**src/rtl/imm_ext_pkg.sv**
```systemverilog
// Shared definitions for the immediate-extension slice.
// Contents:
//   imm_mode_e  - 2-bit extension mode (SIGN, ZERO, UPPER, SHL2)
//   IMM_MODE_W  - width of the mode field
package imm_ext_pkg;

  localparam int unsigned IMM_MODE_W = 2;

  typedef enum logic [IMM_MODE_W-1:0] {
    ModeSign  = 2'b00,
    ModeZero  = 2'b01,
    ModeUpper = 2'b10,
    ModeShl2  = 2'b11
  } imm_mode_e;

endpackage

```
**src/rtl/imm_ext_core.sv**
```systemverilog
// Purely combinational immediate extender.
// Parameters:
//   IN_W  - raw immediate width
//   OUT_W - extended result width (must be at least IN_W+2)
// Ports:
//   i_imm  [IN_W-1:0]  raw immediate field
//   i_mode [1:0]       extension mode (imm_mode_e encoding)
//   o_ext  [OUT_W-1:0] extended result
module imm_ext_core
  import imm_ext_pkg::*;
#(
  parameter int unsigned IN_W  = 16,
  parameter int unsigned OUT_W = 32
) (
  input  logic [IN_W-1:0]       i_imm,
  input  logic [IMM_MODE_W-1:0] i_mode,
  output logic [OUT_W-1:0]      o_ext
);

  // SHL2 drops the top two bits of the sign-extended value, so at least two
  // bits of headroom above the immediate are required.
  if (OUT_W < IN_W + 2) begin : g_bad_width
    $error("imm_ext_core: OUT_W (%0d) must be >= IN_W+2 (%0d)", OUT_W, IN_W + 2);
  end

  logic [OUT_W-1:0] w_sign;
  logic [OUT_W-1:0] w_zero;
  logic [OUT_W-1:0] w_upper;
  logic [OUT_W-1:0] w_shl2;

  assign w_sign  = {{(OUT_W - IN_W){i_imm[IN_W-1]}}, i_imm};
  assign w_zero  = {{(OUT_W - IN_W){1'b0}}, i_imm};
  assign w_upper = {i_imm, {(OUT_W - IN_W){1'b0}}};
  assign w_shl2  = {w_sign[OUT_W-3:0], 2'b00};

  always_comb begin
    o_ext = '0;
    unique case (imm_mode_e'(i_mode))
      ModeSign:  o_ext = w_sign;
      ModeZero:  o_ext = w_zero;
      ModeUpper: o_ext = w_upper;
      ModeShl2:  o_ext = w_shl2;
      default:   o_ext = '0;
    endcase
  end

endmodule

```
**src/rtl/imm_extend_stage.sv**
```systemverilog
// Registered immediate-extension stage with a two-entry skid buffer.
// The extension is computed at the input; the stage only stores results.
// in_ready comes straight from the skid-valid flop, so there is no
// combinational path from out_ready to in_ready.
// Parameters:
//   IN_W  - raw immediate width
//   OUT_W - extended result width (>= IN_W+2)
// Ports:
//   clk, rst_n          clock, asynchronous active-low reset
//   in_valid/in_ready   input handshake
//   in_imm, in_mode     raw immediate and extension mode
//   out_valid/out_ready output handshake
//   out_ext             extended result (from the main register)
module imm_extend_stage
  import imm_ext_pkg::*;
#(
  parameter int unsigned IN_W  = 16,
  parameter int unsigned OUT_W = 32
) (
  input  logic                  clk,
  input  logic                  rst_n,
  input  logic                  in_valid,
  output logic                  in_ready,
  input  logic [IN_W-1:0]       in_imm,
  input  logic [IMM_MODE_W-1:0] in_mode,
  output logic                  out_valid,
  input  logic                  out_ready,
  output logic [OUT_W-1:0]      out_ext
);

  logic [OUT_W-1:0] w_ext;
  logic             w_in_xfer;
  logic             w_out_xfer;

  logic             r_main_valid;
  logic [OUT_W-1:0] r_main_data;
  logic             r_skid_valid;
  logic [OUT_W-1:0] r_skid_data;

  imm_ext_core #(
    .IN_W  (IN_W),
    .OUT_W (OUT_W)
  ) u_core (
    .i_imm  (in_imm),
    .i_mode (in_mode),
    .o_ext  (w_ext)
  );

  assign w_in_xfer  = in_valid && !r_skid_valid;
  assign w_out_xfer = r_main_valid && out_ready;

  always_ff @(posedge clk or negedge rst_n) begin
    if (!rst_n) begin
      r_main_valid <= 1'b0;
      r_main_data  <= '0;
      r_skid_valid <= 1'b0;
      r_skid_data  <= '0;
    end else if (w_out_xfer) begin
      if (r_skid_valid) begin
        // in_ready is low while skid is full, so no input can arrive here.
        r_main_data  <= r_skid_data;
        r_skid_valid <= 1'b0;
      end else if (w_in_xfer) begin
        r_main_data  <= w_ext;
      end else begin
        r_main_valid <= 1'b0;
      end
    end else if (w_in_xfer) begin
      if (!r_main_valid) begin
        r_main_valid <= 1'b1;
        r_main_data  <= w_ext;
      end else begin
        r_skid_valid <= 1'b1;
        r_skid_data  <= w_ext;
      end
    end
  end

  assign in_ready  = !r_skid_valid;
  assign out_valid = r_main_valid;
  assign out_ext   = r_main_data;

endmodule

```
**config.mk**
```make
export PLATFORM = sky130hd
export DESIGN_NAME = imm_extend_stage
export DESIGN_NICKNAME = d
export VERILOG_FILES = /design/src/rtl/imm_ext_pkg.sv /design/src/rtl/imm_ext_core.sv /design/src/rtl/imm_extend_stage.sv
export SDC_FILE = /design/constraint.sdc
export NUM_CORES = 1
export LEC_CHECK = 0
export ABC_AREA = 1
export BUFFER_PORTS_ARGS = -buffer_cell sky130_fd_sc_hd__buf_2
export CAP_MARGIN = 0
export CORE_MARGIN = 1
export CORE_UTILIZATION = 57
export CTS_BUF_LIST = sky130_fd_sc_hd__clkbuf_16
export DETAILED_ROUTE_END_ITERATION = 8
export GPL_TIMING_DRIVEN = 0
export PLACE_DENSITY_LB_ADDON = 0.25
export SETUP_SLACK_MARGIN = 0.3
export SLEW_MARGIN = 20
export SYNTH_ARGS = -nofsm -noshare
export SYNTH_HDL_FRONTEND = slang
export SYNTH_HIERARCHICAL = 1
export SYNTH_SLANG_ARGS = --single-unit
```
**constraint.sdc**
```tcl
create_clock -name clk -period 1.4 [get_ports clk]
set_clock_uncertainty 0.05 [all_clocks]
set_input_delay 0.14 -clock clk [delete_from_list [all_inputs] [get_ports clk]]
set_output_delay 0.14 -clock clk [all_outputs]
set_load 0.005 [all_outputs]
```
==> results.rst <==
.. list-table::
   :header-rows: 1

   * - Metric
     - Value
   * - Synth-to-Final Area Change
     - 28.8%
   * - Worst path arrival time
     - 1.55 ns
   * - Final GP Congestion
     - 0.954
   * - Int Power
     - 5.78 mW
   * - Sum of negative setup slack
     - 0 ns
   * - WS Path Type
     - reg2reg
   * - DRC violations left
     - 0
   * - Reg2reg end
     - r_skid_data[19]
   * - Critical path fanouts, max
     - 10
   * - Worst IR drop on VDD
     - 0.00144 V
   * - Launch point of the worst path
     - out_valid
   * - CTS clock-pin slew for the worst setup and hold paths
     - 0.06 ns
   * - Number of distinct library cells after synthesis
     - 21
   * - Layout cells sized above 1
     - 33.8%
   * - Count of cells along the worst register-to-register path
     - 8
   * - Worst-Margin Slew
     - 0.587 ns
   * - Pins over their slew limit
     - 0
   * - Starting density of the core
     - 58.8%
   * - Kind of path behind the tightest hold check
     - in2reg
   * - Setup repair after global routing missed its margin
     - yes
   * - Vias in the first global route
     - 3342
   * - Flop and latch count out of synthesis
     - 66
   * - Status
     - finished, final reports clean
   * - Power density over cell area
     - 1960 nW/um2
   * - Seq pwr share
     - 33.9%
   * - Die footprint
     - 6880 um2
   * - H-tree level count
     - 3
   * - Total congestion overflow after global routing
     - 0
   * - Yosys warning total
     - 6
   * - Cell area after layout
     - 4810 um2
   * - Number of nets in the synthesized netlist
     - 508
   * - Post-Route Hold Slack
     - 0.0882 ns
   * - Netlist area before placement
     - 3730 um2
   * - Aggregate global-route resource usage
     - 29.7%
   * - Max frequency
     - 0.725 GHz
   * - Sw Share
     - 38.5%
   * - Wire length of the first global-routing pass
     - 16100 um
   * - Most frequent standard cell in the layout excluding fill and tap cells
     - nand2_1
   * - Switching pwr
     - 3.61 mW
   * - Clk sinks
     - 66
   * - Highest-count cells in the layout ignoring fill and taps
     - 188 x nand2_1, 66 x dfrtp_1, 60 x buf_2
   * - Fillcell total
     - 442
   * - Minimum clock period
     - 1.38 ns
   * - Standard-cell row count
     - 29
   * - Die Ht
     - 82.9 um
   * - Post-layout util
     - 75.7%
   * - Via total after detailed routing
     - 3687
   * - Remaining max-slew budget at the tightest pin
     - 60.5%
   * - Wirelength per Cell
     - 16.5 um
   * - Clock latency of the later-clocked register in the worst-skew pair
     - 0.33 ns
   * - Register-to-register setup slack
     - 0.02 ns
   * - Core area
     - 6350 um2
   * - Antenna cells
     - 0
   * - Clock Power Share
     - 21.6%
   * - Count of input and output buffers
     - 53
   * - Root buffer cell
     - clkbuf_16
   * - Detail Placement HPWL
     - 6390 um
   * - Total wire length after detailed routing
     - 10700 um
   * - Crit path capture type
     - flop
   * - Final period util
     - 98.5%
   * - Mean instance size in the synthesized netlist
     - 7.68 um2
   * - Vias per inst
     - 5.66
   * - Final setup violation count
     - 0
   * - Part of the Yosys area used for sequential elements
     - 44.3%
   * - Number of nets with antenna violations after routing
     - 0
   * - Post-placement worst setup slack
     - 0.0250 ns
   * - Final hold violation count
     - 0
   * - Largest net degree at the start of global routing
     - 40
   * - Power share of the combinational group
     - 44.5%
   * - Total clock buffers created by CTS
     - 9
   * - Maximum clock insertion buffer count
     - 2
   * - Number of primary I/O pins
     - 56
   * - Iter 0 DRT Violations
     - 303
   * - Type of element launching the critical path
     - flop
   * - TritonCTS clock tree
     - yes
   * - Cells after synthesis
     - 486
   * - R2r startpoint
     - out_valid
   * - Post-layout nets
     - 591
   * - CP Capture Point
     - r_skid_data[19]
   * - Static Leak
     - 2.67 nW
   * - Horizontal die dimension
     - 82.9 um
   * - Setup WS post-layout
     - 0.0205 ns
   * - Required time at the worst-slack endpoint
     - 1.58 ns
   * - Placement-stage cell area
     - 4140 um2
   * - Initial antenna violation count
     - 0
   * - DR pass1 iterations
     - 5
   * - Reported max-cap violation count
     - 0
-- sequential cells by signal (all words and copies together) (netlist names) --
register	flops
out_ext	32
r_skid_valid	1
out_valid	1
r_skid_data	32
-- worst min path at each step --
stage / start / endpoint / depth (start not counted)
floorplan: rst_n / out_ext[0] / 0
global placement: in_valid / out_valid / 3
detailed placement: rst_n / out_ext[12] / 1
CTS: in_valid / out_valid / 3
global route: in_valid / out_valid / 3
finish: in_valid / out_valid / 3
-- power groups by stage --
stage	sequential (mW)	combinational (mW)	clock, mW
finish	3.18	4.18	2.03
detailed placement	3.17	3.20	0
global route	3.29	4.53	2.10
CTS	3.16	3.44	2.04
global placement	3.13	3.11	0
floorplan	3.17	2.16	0
-- stage by stage --
step | power, mW | cells
6_report | 9.40 | 651
5_1_grt | 9.92 | 651
4_1_cts | 8.64 | 640
3_5_place_dp | 6.38 | 617
3_3_place_gp | 6.24 | 616
2_1_floorplan | 5.34 | 486
-- kinds of logic after synthesis --
logic type,share of synthesized area [%]
simple gates,36.4
buf+inv,11.3
compound gates,8.11
flops,44.3
-- Yosys cell counts (all sizes together) --
master  instances  share of area (%)
nand3          44                7.6
nand2         220                 22
o21ai          40                7.7
a21oi           1               0.44
buf            27                6.0
nand4          32                5.4
clkbuf         10                1.0
inv            42                4.2
dfrtp          66                 44
nor2            4               0.91
-- layer usage --
metal	vias up	wire, um	track usage (%)
li1	1708	-	-
met1	1764	4430	39.8
met2	185	5210	47.8
met3	30	801	4.97
met4	0	303	13.3
met5	-	0	0
-- critical path: stages (launching register included) --
cell and delay [ns]:
dfrtp_1 0.37, buf_6 0.15, inv_6 0.04, nor2_8 0.11
nand3_4 0.10, buf_6 0.16, buf_6 0.14, nand2_1 0.08
o21ai_2 0.06
-- area by class of cell --
type / instances / area, um2 / area share, %
flip-flops and latches: 66 / 1650 / 34.4
multi-input cells: 341 / 1770 / 36.9
plain buffers: 37 / 358 / 7.45
repair buffers: 72 / 497 / 10.3
clock inverters: 7 / 37.5 / 0.781
inverters: 42 / 168 / 3.49
well taps: 77 / 96.3 / 2.00
clock buffers: 9 / 225 / 4.69
-- what timing repair did --
item                                    in CTS  in global routing
gates cloned                                 2                  6
pin swaps                                    1                 19
endpoints found under the setup margin      66                 66
hold buffers                                 1                  0
gates resized for setup                     21                 64
buffers inserted                             4                  5
endpoints found under the hold margin       27                  0
Power figures use the tool's default switching activity.
